## src/rtl/i2c_slave_cmd_engine_if.sv

```systemverilog
// Command, upload and core-register buses between the CDC/I2C core side and the command engine.
// slave modport is the engine; master modport is whatever drives commands and consumes uploads.
interface i2c_slave_cmd_engine_if;
    logic [7:0]  cmd_type;
    logic [15:0] cmd_length;
    logic [7:0]  cmd_data;
    logic [15:0] cmd_data_index;
    logic        cmd_start;
    logic        cmd_data_valid;
    logic        cmd_done;
    logic        cmd_ready;
    logic        cmd_error;

    logic        upload_active;
    logic        upload_req;
    logic [7:0]  upload_data;
    logic [7:0]  upload_source;
    logic        upload_valid;
    logic        upload_ready;

    logic [6:0]  slave_addr;
    logic [7:0]  core_addr;
    logic [7:0]  core_wdata;
    logic        core_wr_en;
    logic [7:0]  core_rdata;

    modport slave (
        input  cmd_type, cmd_length, cmd_data, cmd_data_index,
        input  cmd_start, cmd_data_valid, cmd_done,
        output cmd_ready, cmd_error,
        output upload_active, upload_req, upload_data, upload_source, upload_valid,
        input  upload_ready,
        output slave_addr,
        input  core_addr, core_wdata, core_wr_en,
        output core_rdata
    );

    modport master (
        output cmd_type, cmd_length, cmd_data, cmd_data_index,
        output cmd_start, cmd_data_valid, cmd_done,
        input  cmd_ready, cmd_error,
        input  upload_active, upload_req, upload_data, upload_source, upload_valid,
        output upload_ready,
        input  slave_addr,
        output core_addr, core_wdata, core_wr_en,
        input  core_rdata
    );
endinterface

```

## src/rtl/i2c_slave_cmd_engine.sv

```systemverilog
// Command engine: captures payloads, runs set-address/write/read-upload on a register file shared with the I2C core.
// Decode one cycle after cmd_done, one byte per cycle; core writes stall handler writes, upload_ready low holds UPLOAD.
module i2c_slave_cmd_engine #(
    parameter int         NUM_REGS           = 16,
    parameter int         MAX_PAYLOAD        = 32,
    parameter logic [6:0] DEFAULT_SLAVE_ADDR = 7'h24
) (
    input logic                  clk,
    input logic                  rst,
    i2c_slave_cmd_engine_if.slave bus
);
    localparam int AW = (NUM_REGS > 1) ? $clog2(NUM_REGS) : 1;
    localparam int BW = (MAX_PAYLOAD > 1) ? $clog2(MAX_PAYLOAD) : 1;
    localparam int RW = $clog2(MAX_PAYLOAD + 1);

    localparam logic [2:0] S_IDLE     = 3'd0;
    localparam logic [2:0] S_CAPTURE  = 3'd1;
    localparam logic [2:0] S_DECODE   = 3'd2;
    localparam logic [2:0] S_SET_ADDR = 3'd3;
    localparam logic [2:0] S_WRITE    = 3'd4;
    localparam logic [2:0] S_UPLOAD   = 3'd5;
    localparam logic [2:0] S_FINISH   = 3'd6;

    logic [2:0]    state;
    logic [7:0]    regs    [1<<AW];
    logic [7:0]    pay_buf [1<<BW];
    logic [RW-1:0] rx_cnt;
    logic          overflow;
    logic          err_flag;
    logic [7:0]    start_addr;
    logic [7:0]    num_bytes;
    logic [7:0]    ptr;
    logic [6:0]    slave_addr_r;

    function automatic logic mapped(input logic [7:0] a);
        return {1'b0, a} < 9'(NUM_REGS);
    endfunction

    logic [7:0]    tgt;
    logic [BW-1:0] widx;
    logic          capturing;
    logic          idx_ok;
    logic [RW-1:0] idx1;
    logic [RW-1:0] rx_base;
    logic          core_wr_ok;
    logic          hdl_wr;
    logic [15:0]   avail;
    logic [7:0]    len_b;
    logic [7:0]    n_wr;

    always_comb begin
        tgt        = start_addr + ptr;
        widx       = BW'(ptr) + BW'(2);
        capturing  = (state == S_IDLE && bus.cmd_start) || state == S_CAPTURE;
        idx_ok     = bus.cmd_data_index < 16'(MAX_PAYLOAD);
        idx1       = RW'(bus.cmd_data_index[BW-1:0]) + RW'(1);
        rx_base    = (state == S_IDLE) ? '0 : rx_cnt;
        core_wr_ok = bus.core_wr_en && mapped(bus.core_addr);
        hdl_wr     = state == S_WRITE && !bus.core_wr_en && mapped(tgt);
        // Write length is clamped to the data bytes actually received behind start/len.
        len_b      = pay_buf[1];
        avail      = 16'(rx_cnt) - 16'd2;
        n_wr       = (16'(len_b) < avail) ? len_b : avail[7:0];
    end

    always_ff @(posedge clk or posedge rst) begin
        if (rst) begin
            state        <= S_IDLE;
            rx_cnt       <= '0;
            overflow     <= 1'b0;
            err_flag     <= 1'b0;
            start_addr   <= 8'h00;
            num_bytes    <= 8'h00;
            ptr          <= 8'h00;
            slave_addr_r <= DEFAULT_SLAVE_ADDR;
            for (int i = 0; i < (1<<AW); i++) regs[i] <= 8'h00;
            for (int i = 0; i < (1<<BW); i++) pay_buf[i] <= 8'h00;
        end else begin
            if (state == S_IDLE) begin
                rx_cnt   <= '0;
                overflow <= 1'b0;
                err_flag <= 1'b0;
            end
            if (capturing && bus.cmd_data_valid) begin
                if (idx_ok) begin
                    pay_buf[bus.cmd_data_index[BW-1:0]] <= bus.cmd_data;
                    if (idx1 > rx_base) rx_cnt <= idx1;
                end else begin
                    overflow <= 1'b1;
                end
            end

            if (hdl_wr)
                regs[tgt[AW-1:0]] <= pay_buf[widx];
            else if (core_wr_ok)
                regs[bus.core_addr[AW-1:0]] <= bus.core_wdata;

            case (state)
                S_IDLE: begin
                    if (bus.cmd_start) state <= bus.cmd_done ? S_DECODE : S_CAPTURE;
                end
                S_CAPTURE: begin
                    if (bus.cmd_done) state <= S_DECODE;
                end
                S_DECODE: begin
                    ptr        <= 8'h00;
                    start_addr <= pay_buf[0];
                    state      <= S_FINISH;
                    case (bus.cmd_type)
                        8'h14: begin
                            if (rx_cnt >= RW'(1)) state <= S_SET_ADDR;
                            else                  err_flag <= 1'b1;
                        end
                        8'h15: begin
                            if (rx_cnt >= RW'(2)) begin
                                num_bytes <= n_wr;
                                if (n_wr != 8'h00) state <= S_WRITE;
                            end else begin
                                err_flag <= 1'b1;
                            end
                        end
                        8'h16: begin
                            if (rx_cnt >= RW'(2)) begin
                                num_bytes <= len_b;
                                if (len_b != 8'h00) state <= S_UPLOAD;
                            end else begin
                                err_flag <= 1'b1;
                            end
                        end
                        default: err_flag <= 1'b1;
                    endcase
                end
                S_SET_ADDR: begin
                    slave_addr_r <= pay_buf[0][6:0];
                    state        <= S_FINISH;
                end
                S_WRITE: begin
                    if (!bus.core_wr_en) begin
                        ptr <= ptr + 8'd1;
                        if (ptr == num_bytes - 8'd1) state <= S_FINISH;
                    end
                end
                S_UPLOAD: begin
                    if (bus.upload_ready) begin
                        ptr <= ptr + 8'd1;
                        if (ptr == num_bytes - 8'd1) state <= S_FINISH;
                    end
                end
                S_FINISH: state <= S_IDLE;
                default:  state <= S_IDLE;
            endcase
        end
    end

    assign bus.cmd_ready     = state == S_IDLE;
    assign bus.cmd_error     = state == S_FINISH && err_flag;
    assign bus.upload_active = state == S_UPLOAD;
    assign bus.upload_req    = state == S_UPLOAD;
    assign bus.upload_valid  = state == S_UPLOAD && bus.upload_ready;
    assign bus.upload_source = 8'h16;
    assign bus.upload_data   = mapped(tgt) ? regs[tgt[AW-1:0]] : 8'h00;
    assign bus.core_rdata    = mapped(bus.core_addr) ? regs[bus.core_addr[AW-1:0]] : 8'h00;
    assign bus.slave_addr    = slave_addr_r;

    wire unused_ok = ^{bus.cmd_length, overflow};
endmodule
```

## src/flat_wrapper.sv

```systemverilog
// flat-port wrapper written by rule: the top's interface ports become plain ports
module i2c_slave_cmd_engine_flat 
#(
    parameter int         NUM_REGS           = 16,
    parameter int         MAX_PAYLOAD        = 32,
    parameter logic [6:0] DEFAULT_SLAVE_ADDR = 7'h24
)
  (clk, rst, bus_cmd_type, bus_cmd_length, bus_cmd_data, bus_cmd_data_index, bus_cmd_start, bus_cmd_data_valid, bus_cmd_done, bus_cmd_ready, bus_cmd_error, bus_upload_active, bus_upload_req, bus_upload_data, bus_upload_source, bus_upload_valid, bus_upload_ready, bus_slave_addr, bus_core_addr, bus_core_wdata, bus_core_wr_en, bus_core_rdata);
  i2c_slave_cmd_engine_if bus_i ();
  input logic clk;
  input logic rst;
  input wire logic [$bits(bus_i.cmd_type)-1:0] bus_cmd_type;
  input wire logic [$bits(bus_i.cmd_length)-1:0] bus_cmd_length;
  input wire logic [$bits(bus_i.cmd_data)-1:0] bus_cmd_data;
  input wire logic [$bits(bus_i.cmd_data_index)-1:0] bus_cmd_data_index;
  input wire logic [$bits(bus_i.cmd_start)-1:0] bus_cmd_start;
  input wire logic [$bits(bus_i.cmd_data_valid)-1:0] bus_cmd_data_valid;
  input wire logic [$bits(bus_i.cmd_done)-1:0] bus_cmd_done;
  output wire logic [$bits(bus_i.cmd_ready)-1:0] bus_cmd_ready;
  output wire logic [$bits(bus_i.cmd_error)-1:0] bus_cmd_error;
  output wire logic [$bits(bus_i.upload_active)-1:0] bus_upload_active;
  output wire logic [$bits(bus_i.upload_req)-1:0] bus_upload_req;
  output wire logic [$bits(bus_i.upload_data)-1:0] bus_upload_data;
  output wire logic [$bits(bus_i.upload_source)-1:0] bus_upload_source;
  output wire logic [$bits(bus_i.upload_valid)-1:0] bus_upload_valid;
  input wire logic [$bits(bus_i.upload_ready)-1:0] bus_upload_ready;
  output wire logic [$bits(bus_i.slave_addr)-1:0] bus_slave_addr;
  input wire logic [$bits(bus_i.core_addr)-1:0] bus_core_addr;
  input wire logic [$bits(bus_i.core_wdata)-1:0] bus_core_wdata;
  input wire logic [$bits(bus_i.core_wr_en)-1:0] bus_core_wr_en;
  output wire logic [$bits(bus_i.core_rdata)-1:0] bus_core_rdata;
  assign bus_i.cmd_type = bus_cmd_type;
  assign bus_i.cmd_length = bus_cmd_length;
  assign bus_i.cmd_data = bus_cmd_data;
  assign bus_i.cmd_data_index = bus_cmd_data_index;
  assign bus_i.cmd_start = bus_cmd_start;
  assign bus_i.cmd_data_valid = bus_cmd_data_valid;
  assign bus_i.cmd_done = bus_cmd_done;
  assign bus_cmd_ready = bus_i.cmd_ready;
  assign bus_cmd_error = bus_i.cmd_error;
  assign bus_upload_active = bus_i.upload_active;
  assign bus_upload_req = bus_i.upload_req;
  assign bus_upload_data = bus_i.upload_data;
  assign bus_upload_source = bus_i.upload_source;
  assign bus_upload_valid = bus_i.upload_valid;
  assign bus_i.upload_ready = bus_upload_ready;
  assign bus_slave_addr = bus_i.slave_addr;
  assign bus_i.core_addr = bus_core_addr;
  assign bus_i.core_wdata = bus_core_wdata;
  assign bus_i.core_wr_en = bus_core_wr_en;
  assign bus_core_rdata = bus_i.core_rdata;
  i2c_slave_cmd_engine #(.NUM_REGS(NUM_REGS), .MAX_PAYLOAD(MAX_PAYLOAD), .DEFAULT_SLAVE_ADDR(DEFAULT_SLAVE_ADDR)) u_core (.clk(clk), .rst(rst), .bus(bus_i));
endmodule
```

## config.mk

```make
export PLATFORM = sky130hd
export DESIGN_NAME = i2c_slave_cmd_engine_flat
export DESIGN_NICKNAME = d
export VERILOG_FILES = /design/src/rtl/i2c_slave_cmd_engine_if.sv /design/src/rtl/i2c_slave_cmd_engine.sv /design/src/flat_wrapper.sv
export SDC_FILE = /design/constraint.sdc
export NUM_CORES = 1
export LEC_CHECK = 0
export ABC_CLOCK_PERIOD_IN_PS = 29900
export BUFFER_PORTS_ARGS = -buffer_cell sky130_fd_sc_hd__buf_2
export CORE_AREA = 2 2 244 246
export CTS_CLUSTER_SIZE = 16
export DETAILED_ROUTE_END_ITERATION = 7
export DIE_AREA = 0 0 246 248
export PLACE_DENSITY = 0.58
export RECOVER_POWER = 100
export SLEW_MARGIN = 30
export SYNTH_ARGS = -nofsm -noshare
export SYNTH_HDL_FRONTEND = slang
export SYNTH_SLANG_ARGS = --single-unit
```

## constraint.sdc

```tcl
create_clock -name clk -period 29.9 [get_ports clk]
set_clock_uncertainty 0.2 [all_clocks]
set_input_delay 0 -clock clk [delete_from_list [all_inputs] [get_ports clk]]
set_output_delay 0 -clock clk [all_outputs]
set_load 0.01 [all_outputs]
```

Word-level counts from Yosys, hierarchy flattened:

Index checks and enable logic that the tools add are counted.

* flip-flop bits (word level): 425
* output and inout port bits: 36
* word-level logic and storage cells: 169

* add/subtract/negate cells: 6
* order comparisons: 14
* equal/unequal tests: 16
* muxes and demuxes: 51
* bitwise operators: 4
* reductions and logical operators: 23

Operators with widths (number)
* 128-bit bitwise mux: 2
* 256-bit bitwise mux: 1
* 128-bit 2-to-1 mux: 2
* 8-bit 2-to-1 mux: 16
* 8-bit binary-select mux with 4-bit select: 2
* 8-bit demux with 4-bit select: 2
* 8-bit binary-select mux with 5-bit select: 1
* 8-bit demux with 5-bit select: 1
* 8-bit by 5-bit equality test with 1-bit output (second input constant): 3
* 3-bit 2-to-1 mux: 8
* 6-bit 2-to-1 mux: 4
* 8-bit case mux with 3 select lines: 1
* 3-bit case mux with 6 select lines: 1
* 16-bit by 6-bit < comparator with 1-bit output (second input constant): 1
* 8-bit by 16-bit < comparator with 1-bit output: 1
* 8-bit by 5-bit < comparator with 1-bit output (second input constant): 2
* 8-bit case mux with 2 select lines: 1
* 8-bit nonzero test: 2
* 6-bit >= comparator (second input constant): 2
* 5-bit inverter with 6-bit output: 2
* 5-bit >= comparator (second input constant): 2
* 1-bit logical AND: 10
* 5-bit by 1-bit < comparator with 1-bit output (second input constant): 2
* 4-bit inverter with 5-bit output: 2
* 29 further kinds: 43

Logic depth before layout (Yosys ltp):

Gate-level depths: netlist of run 1.

* depth after elaboration: 8
* depth in mapped cells: 13

Worst setup path after synthesis of run 1:

OpenSTA, ideal clock, no wires.

* path kind: register to register
* from: register u_core.ptr[0]
* to: register u_core.regs[56] in the netlist's numbering
* library setup time: 0.126 ns
* data arrival time: 2.841 ns
* setup slack: 26.733 ns
* stages on the path, launching flop included: 11
* buffers on the path: 1
* path through: dfrtp_1 ha_1 fa_1 a211oi_1 a2bb2oi_1 o211ai_2 nor2_4 nand4_2 nor2b_1 buf_2 a221o_1

* word-level cells in the longest chain between the ends: 8

Ends and longest elaborated chain
* from (decl): line i2c_slave_cmd_engine.sv:32 `logic [7:0] ptr;`
* from (signal assigned): line i2c_slave_cmd_engine.sv:139 `ptr <= ptr + 8'd1;`
* from (signal assigned): line i2c_slave_cmd_engine.sv:145 `ptr <= ptr + 8'd1;`
* 8-bit adder: line i2c_slave_cmd_engine.sv:52 `tgt = start_addr + ptr;`
* 4-bit inverter with 5-bit output (not written as such): line i2c_slave_cmd_engine.sv:94 `regs[tgt[AW-1:0]] <= pay_buf[widx];`
* 5-bit >= comparator (not written as such) or 5-bit by 1-bit < comparator with 1-bit output (tied branches): line i2c_slave_cmd_engine.sv:94
* 1-bit logical AND (not written as such): line i2c_slave_cmd_engine.sv:94
* 8-bit 2-to-1 mux (not written as such): line i2c_slave_cmd_engine.sv:94
* 8-bit demux with 4-bit select: line i2c_slave_cmd_engine.sv:94
* 128-bit bitwise mux: line i2c_slave_cmd_engine.sv:94
* 128-bit 2-to-1 mux: line i2c_slave_cmd_engine.sv:93 `if (hdl_wr)`
* to (signal, indexed assignment): line i2c_slave_cmd_engine.sv:94
* to (signal, indexed assignment): line i2c_slave_cmd_engine.sv:96 `regs[bus.core_addr[AW-1:0]] <= bus.core_wdata;`
* to (decl): line i2c_slave_cmd_engine.sv:25 `logic [7:0] regs [1<<AW];`

Several ways; a longest one is shown, not always the timed one. The select of a mux whose other input is x is not followed.
A chain may end at the register's enable or synchronous reset.

==> results.md, run 1 <==
- Across the run, the number of max-cap violations was 6.
- The initial antenna violation count is 1.
- The leakage dissipation is 11.5 nW.
- The shortest period the worst path allows is 11,370 ps.
- The congestion estimate from routability-driven global placement came to 0.921.
- The tree is rooted in a sky130_fd_sc_hd__clkbuf_16.
- The synthesized netlist contains 69 unique library cells.
- For the pin with the worst max-slew slack, the measured transition is 4940 ps.
- The number of enable flip-flop cells after synthesis is 0.
- Yosys printed 0 warnings.
- The H-tree generated during clock tree synthesis spans 2 levels.
- Summing every instance area after synthesis gives 23,100 µm².
- The first global-routing pass estimated 102,000 µm of wire.
- After detailed routing, the total wire length is 66,400 µm.
- The via-per-instance ratio is 6.05.
- The most common cell in the synthesized netlist is sky130_fd_sc_hd__dfrtp_1.
- Of all cell types, the one taking the most synthesized area is sky130_fd_sc_hd__dfrtp_1.
- The die covers 61,000 µm².
- Once layout is complete, the utilization of the core stands at 0.444.
- Measured along the x axis, the die boundary spans 246 µm.
- The number of input and output port buffers inserted is 82.
- The final reports fail on capacitance limit, slew limit.
- The number of placement rows is 89.
- The starting utilization of the core area is 0.395.
- Buffers inserted during clock tree synthesis total 46.
- The worst endpoint required time is 29,390 ps.
- Of the available clock period, the critical path in the final layout requires 0.380.
- The synthesized design contains 425 register bits.
- The post-CTS setup-driven buffer insertion count is 0.
- The final layout contains 2,015 nets.
- The detailed router placed 16,500 vias in this run.
- The count of inserted antenna diode cells is 0.
- The final count of pins violating max slew is 472.
- Setup violations remaining at the end of the flow were counted as 0.
- For the worst-skew pair, the clock arrives at the later sink with an insertion delay of 610 ps.
- The floorplan core area is 58,500 µm².
- After detailed routing, the average wire length per cell comes to 24.4 µm.
- The synthesized area per cell is 12.4 µm².
- The clock transition at the registers of the reported paths is 60 ps.
- Setup repair after global routing left no endpoint under its margin.
- The share of cells above drive strength 1 is 0.304.
- The pre-antenna-repair detailed-routing pass consisted of 6 iterations.
- The total of cells resized after clock tree synthesis is 0.
- The design draws 0.00153 W.
- The TritonCTS clock tree is built.
- The sequential fraction of the synthesis area is 0.461.
- The class of the most critical hold timing path is in -> reg.
- The pin count of the biggest net entering global routing is 174.
- The buffer depth of the longest clock path is 3.
- The detailed router finished its first iteration with 1,610 violations.
- The synthesis-to-layout area growth is 12.4%.
- Clock tree synthesis found a total of 425 sinks.
- Setup total negative slack on the finished layout was measured at 0 ps.
- The worst-case IR drop observed on VDD is 47.5 µV.
- Summed over all layers, the global routing overflow is 0.
- Sorting the synthesized cells by how often they occur yields sky130_fd_sc_hd__dfrtp_1 (423), sky130_fd_sc_hd__mux2_2 (269), sky130_fd_sc_hd__nand2_1 (178), sky130_fd_sc_hd__mux4_2 (156), sky130_fd_sc_hd__nand3_1 (133).
- The number of global-route vias before repair is 16,600.
- Based on the critical path, the design can be clocked at up to 0.0879 GHz.
- The startpoint type of the worst setup path is an input port.
- Synthesis produced a netlist whose cell count is 1,855.
- During I/O placement, the number of pins put on the boundary was 107.
- The async set-reset flop share out of synthesis is 1.00.
- The critical path endpoint category is an async pin.
- The total routing resource utilization after global routing is 0.219.
- The area fraction of the dominant cell type after synthesis is 0.458.
- The total power density per cell area is 58.9 nW/µm².
- The count of final hold-check violations is 0.
- Detailed placement ended at an HPWL of 42,900 µm.
- The commonest register cell after synthesis is sky130_fd_sc_hd__dfrtp_1.
- The critical path is of the in -> async type.
- The detail route stage leaves a number of antenna-violating nets equal to 0.
- The run finished, with violations left.
- The remaining design rule violation count is 0.
- For the worst setup path, the data arrival time is 10,870 ps.
- The die is 248 µm tall.
- Of all nets on the critical path, the largest fanout is 110.
- Yosys attributes the largest share of cell area to sky130_fd_sc_hd__dfrtp_1 (46%), sky130_fd_sc_hd__mux4_2 (15%), sky130_fd_sc_hd__mux2_2 (13%).
- In this run the tightest slew margin relative to its limit is -2.31.
-- routing by layer --
metal  vias to the layer above  GRT usage  wire length, µm
li1                       7082          -                -
met5                         -          0                7
met2                       658      0.355            31700
met3                       123     0.0401             4460
met1                      8602      0.299            28300
met4                         2     0.0697             2010
-- critical path, stage by stage --
cell and delay, ps:
sky130_fd_sc_hd__dlygate4sd3_1 530, sky130_fd_sc_hd__buf_2 110, sky130_fd_sc_hd__dlygate4sd3_1 550, sky130_fd_sc_hd__clkinvlp_2 2750, sky130_fd_sc_hd__clkbuf_1 3520, sky130_fd_sc_hd__clkbuf_1 3220
-- registers in the layout, summed over array words and instances, names as in the netlist --
register / cells
u_core.regs: 128
u_core.bus.slave_addr: 7
u_core.num_bytes: 8
u_core.rx_cnt: 6
u_core.state: 3
u_core.len_b: 8
u_core.pay_buf: 248
u_core.ptr: 8
u_core.start_addr: 8
u_core.err_flag: 1
-- final timing paths --
path,start,to,slack (ps),depth (start not counted)
min in group asynchronous,rst,u_core.regs[64]$_DFFE_PP0P_,1850,4
hold / removal,bus_core_addr[1],u_core.regs[0]$_DFFE_PP0P_,90,6
max in group clk,u_core.ptr[1]$_DFFE_PP0P_,u_core.regs[112]$_DFFE_PP0P_,23930,8
setup / recovery,rst,u_core.pay_buf[59]$_DFFE_PP0P_,18530,6
setup reg to reg,u_core.ptr[1]$_DFFE_PP0P_,u_core.regs[112]$_DFFE_PP0P_,23930,8
hold reg to reg,u_core.start_addr[3]$_DFFE_PP0N_,u_core.start_addr[3]$_DFFE_PP0N_,280,2
-- through the flow --
stage / std cells / hold WS, ps / setup slack (ps) / area (µm²)
floorplan: 1861 / -54.0 / 17870 / 23100
global placement: 2595 / 14.4 / 25190 / 24000
detailed placement: 2595 / 17.8 / 25090 / 24000
CTS: 2720 / 47.0 / 25070 / 26000
global route: 2721 / 140 / 16140 / 26000
finish: 2721 / 85.3 / 18530 / 26000
-- layout make-up --
type	instances	area (µm²)
clock inverter	16	236
sequential	425	10600
timing repair buffer	141	912
tap	773	967
inverter	50	189
fill	5351	32500
clock buffer	66	1340
multi-input combinational	1250	11700
-- cell families (layout without fill, tap and decap cells) --
logic type      after synthesis  count (layout)  share of synthesized area
xor+xnor                     25              25                     0.0106
fa+ha+maj                    30              30                     0.0166
buf+inv                     186             273                     0.0355
simple gates                521             521                      0.108
other cells                   2               8                   0.000325
flops                       425             425                      0.461
mux                         446             446                      0.298
compound gates              220             220                     0.0704
-- where the power goes --
group          leakage (nW)  switching, W  total (W)  internal, W
sequential             5.79     0.0000396   0.000638     0.000599
combinational          4.92      0.000171   0.000296     0.000125
clock                 0.771      0.000246   0.000594     0.000347
total                  11.5      0.000457    0.00153      0.00107
-- placed cells by master (no fill, tap or decap), drive strengths merged, types with 9 or more instances in the layout --
cell	instances
nand2	178
and2	21
mux2i	19
o21ai	25
nand3	135
dfrtp	423
xnor2	13
o221ai	30
nor3	15
o211ai	82
ha	29
clkinv	11
nand4	13
inv	49
mux4	158
clkbuf	95
dlygate4sd3	43
nor4	10
nor2b	18
a21o	9
mux2	269
buf	69
a31oi	15
nor2	81
a21oi	21
xor2	12
-- what timing repair did --
| action | in CTS | in global routing |
|---|---|---|
| endpoints found under the hold margin | 512 | 0 |
| hold buffers | 43 | 0 |
| setup endpoints to repair | 0 | 0 |
(Power assumes the default switching activity.)
==> run 2, diff against run 1 <==
ABC_AREA = 1   (was not set)
ABC_CLOCK_PERIOD_IN_PS = 9660   (was 29900)
CORE_AREA = 2 2 248 250   (was 2 2 244 246)
DIE_AREA = 0 0 250 252   (was 0 0 246 248)
PLACE_DENSITY = 0.6   (was 0.58)
clock period = 9.66 ns   (was 29.9 ns; I/O delays follow)
==> results.md, run 2 <==
- STA classifies the critical path endpoint as a register.
- The worst path in the final design needs a cycle of 6620 ps, including I/O delays and setup.
- In the global route stage, overall resource usage came out at 0.241.
- After routing the design area is 26,600 µm².
- The starting utilization of the core area is 0.397.
- The floorplan core area is 60,100 µm².
- The insertion delay of the later-clocked pin in the worst-skew pair is 620 ps.
- Once the clock tree was built, the setup fixing pass inserted 0 buffers.
- Across all register-to-register paths, the minimum setup slack is 3040 ps.
- The share of synthesized area in the top cell type comes to 0.443.
- The total overflow reported by the global router is 0.
- TritonCTS created 51 clock buffers.
- The number of buffers and inverters on the critical path is 3.
- STA puts the critical path data arrival time at 6950 ps.
- The tightest min-delay check is of the in -> reg type.
- The weighted congestion reported at the end of routability-driven placement is 0.884.
- The leakage dissipation is 12.2 nW.
- The proportion of total power due to net switching is 0.430.
- The delay of the slowest critical-path stage is 2880 ps.
- Leaving out fill and tap cells, the most frequent cell in the layout is sky130_fd_sc_hd__nand2_1.
- In this run, the number of DRC markers left after iteration 0 of detailed routing was 2,238.
- The final count of pins violating max slew is 227.
- Counting flops per register, the top entry is u_core.pay_buf.
- The part of the total power dissipated in the clock network is 0.289.
- The root buffer selected by CTS is sky130_fd_sc_hd__clkbuf_16.
- Setup violations remaining at the end of the flow were counted as 0.
- The number of antenna-violating nets in the routed design is 0.
- The worst setup slack after placement is 5250 ps.
- By area the synthesized netlist is led by sky130_fd_sc_hd__dfrtp_1 (44%), sky130_fd_sc_hd__nand2_1 (16%), sky130_fd_sc_hd__o21ai_0 (7.4%).
- Of the total power, registers draw 0.330.
- The number of enable flip-flop cells after synthesis is 0.
- The number of placement rows is 90.
- The via-per-instance ratio is 5.51.
- The height of the chip is 252 µm.
- The number of iterations in the first detailed-routing pass is 6.
- Traced cell by cell, the critical path runs through buf_4 > inv_4 > clkbuf_1 > a21oi_1 > a22oi_1 > nand2_1 > nand3_1 > nand2_1 > nand2_1 > nand2_1 > nor2_4 > nand2_1 > nand2_1 > nand2_1 > o21ai_0.
- The final core utilization is 0.443.
- The number of primary I/O pins is 107.
- The fmax is 0.151 GHz.
- In the post-route analysis, the smallest setup slack over all paths is 3040 ps.
- The number of flip-flops in the largest register is 248.
- The count of inserted antenna diode cells is 0.
- The remaining design rule violation count is 0.
- The capture instance of the worst register-to-register path is u_core.regs[89]$_DFFE_PP0P_.
- The worst flop-to-flop path startpoint is u_core.ptr[0]$_DFFE_PP0P_.
- Of the total power, combinational logic draws 0.381.
- The aggregate routed wire length is 77,000 µm.
- The clock sink total is 425.
- Leaving out fill and tap cells, the most frequent cells in the layout are sky130_fd_sc_hd__nand2_1 (1,033), sky130_fd_sc_hd__dfrtp_1 (422), sky130_fd_sc_hd__o21ai_0 (355).
- The worst slew margin relative to its limit is -1.70.
- After detailed placement, the total cell area comes to 24,500 µm².
- The number of H-tree branching levels is 2.
- The half-perimeter wire length of the detailed placement result is 47,200 µm.
- The flow ran to the end, but the final reports show violations.
- The cell-internal power is 0.00381 W.
- The largest registers in the layout are u_core.pay_buf (248), u_core.regs (128).
- The total die area is 63,000 µm².
- The number of input and output port buffers inserted is 82.
- The share of the Yosys chip area taken by registers is 0.446.
- The initial antenna violation count came to 0.
- The commonest register cell after synthesis is sky130_fd_sc_hd__dfrtp_1.
- Along the worst path, the maximum fanout reaches 83.
- The buffer depth of the longest clock path is 3.
- The depth of the critical timing path with buffers and inverters included is 15.
- VDD sags by at most 155 µV.
- After technology mapping, the gate count stands at 3,205.
- The type of the setup path with the least slack is reg -> reg.
- The clock transition at the registers of the reported paths is 60 ps.
- Relative to the synthesized area, the layout overhead comes to 11.5%.
- The measured slew at the worst slew-check pin is 4060 ps.
- Adding up every negative setup slack in the final design gives 0 ps.
- Entering global routing, the biggest net connects 166 pins.
- Sorting the synthesized cells by how often they occur yields sky130_fd_sc_hd__nand2_1 (1,030), sky130_fd_sc_hd__dfrtp_1 (423), sky130_fd_sc_hd__o21ai_0 (355), sky130_fd_sc_hd__nor2_1 (285), sky130_fd_sc_hd__nand3_1 (236).
- After synthesis the cells add up to 23,900 µm².
- After detailed routing, the average wire length per cell comes to 19.1 µm.
- For this run, the number of Yosys warnings is 0.
- The checks that failed: capacitance limit, slew limit.
- The total number of nets in the final design is 3,320.
- In this run the horizontal extent of the chip is 250 µm.
- Across the run, the number of max-cap violations was 4.
- For this run, asynchronously set or reset flops after synthesis account for 1.00.
- The final route contains 22,200 vias.
- In this run the power spent charging and discharging nets is 0.00287 W.
- Setup repair after global routing left no endpoint under its margin.
- The cell taking the most area after synthesis is sky130_fd_sc_hd__dfrtp_1.
- The total power density per cell area is 251 nW/µm².
- The startpoint type of the worst setup path is a register.
- The standard cell with the maximum stage delay on the critical path is sky130_fd_sc_hd__clkbuf_1.
- In this run the worst setup path begins at u_core.ptr[0]$_DFFE_PP0P_.
- In the finished design, the share of the clock period the worst path needs comes to 0.686.
- The cell that appears most often on the critical path is sky130_fd_sc_hd__nand2_1.
- The most critical setup path has its endpoint at u_core.regs[89]$_DFFE_PP0P_.
- The TritonCTS clock tree is built.
- The first global-routing pass estimated 121,000 µm of wire.
- The count of final hold-check violations is 0.
- The number of library cell types mapped by synthesis is 57.
- The share of cells above drive strength 1 is 0.0756.
- For the worst flop-to-flop path, the logic depth is 15.
- At the worst endpoint, the required time is 9990 ps.
- The most common cell in the synthesized netlist is sky130_fd_sc_hd__nand2_1.
- In this run the mean area of a mapped cell was 7.45 µm².
- Counting flops and latches in the post-synthesis netlist gives 425.
- The number of global-route vias before repair is 20,600.
- Among cell families on the critical path, the largest total delay comes from buffers and inverters.
[run 2: power groups by stage]
stage	Clock (W)	Sequential [W]	Combinational, W
2_1_floorplan	0	0.00213	0.00180
3_3_place_gp	0	0.00222	0.00247
3_5_place_dp	0	0.00222	0.00249
4_1_cts	0.00196	0.00220	0.00251
5_1_grt	0.00203	0.00223	0.00277
6_report	0.00193	0.00220	0.00255
[run 2: worst min-delay path, cell delays in order]
cell,delay [ps]
sky130_fd_sc_hd__buf_2,70
sky130_fd_sc_hd__nand3b_1,160
sky130_fd_sc_hd__nor4_2,70
sky130_fd_sc_hd__nor2_1,220
sky130_fd_sc_hd__a21oi_1,110
sky130_fd_sc_hd__o21ai_0,140
[run 2: final cells by class]
cell class | instances | area, µm²
timing repair buffer | 152 | 1040
tap | 782 | 978
fill | 6264 | 33500
sequential | 425 | 10600
multi-input combinational | 2451 | 11800
clock inverter | 13 | 166
inverter | 138 | 531
clock buffer | 73 | 1490
[run 2: worst min path at each step]
stage | from | endpoint | slack (ps) | depth (start not counted)
6_report | bus_cmd_type[5] | u_core.err_flag$_DFF_PP0_ | 10 | 6
5_1_grt | bus_cmd_type[5] | u_core.err_flag$_DFF_PP0_ | 80 | 6
4_1_cts | bus_cmd_type[5] | u_core.err_flag$_DFF_PP0_ | 6 | 6
3_5_place_dp | bus_cmd_data_index[0] | u_core.rx_cnt[0]$_DFF_PP0_ | 120 | 2
3_3_place_gp | bus_cmd_data_index[0] | u_core.rx_cnt[0]$_DFF_PP0_ | 110 | 2
2_1_floorplan | bus_cmd_data_index[0] | u_core.rx_cnt[0]$_DFF_PP0_ | -90 | 1
[run 2: kinds of logic after synthesis]
logic type / count (synthesis) / synth area share
other cells: 2 / 0.000315
compound gates: 733 / 0.178
mux: 1 / 0.000419
simple gates: 1656 / 0.289
fa+ha+maj: 30 / 0.0160
buf+inv: 335 / 0.0620
xor+xnor: 23 / 0.00907
flops: 425 / 0.446
[run 2: through the flow]
step | hold WS, ps | cells | power [W]
after global routing | 77.2 | 4034 | 0.00703
after floorplan | -91.4 | 3211 | 0.00393
after global placement | 114 | 3898 | 0.00470
final | 14.9 | 4034 | 0.00668
after detailed placement | 122 | 3898 | 0.00471
after CTS | 6.04 | 4031 | 0.00667
[run 2: what timing repair did]
item                                    CTS  global route
hold buffers                             47             1
hold endpoints to repair                467            13
resized for setup                         0             0
endpoints found under the setup margin    0             0
[run 2: routing by layer]
layer / track usage / wire length, µm / up-vias / share of wire
li1: - / - / 10700 / -
met3: 0.0368 / 5660 / 139 / 0.074
met2: 0.365 / 33200 / 833 / 0.43
met5: 0 / 0 / - / 0
met4: 0.0746 / 2130 / 0 / 0.028
met1: 0.355 / 36000 / 10500 / 0.47
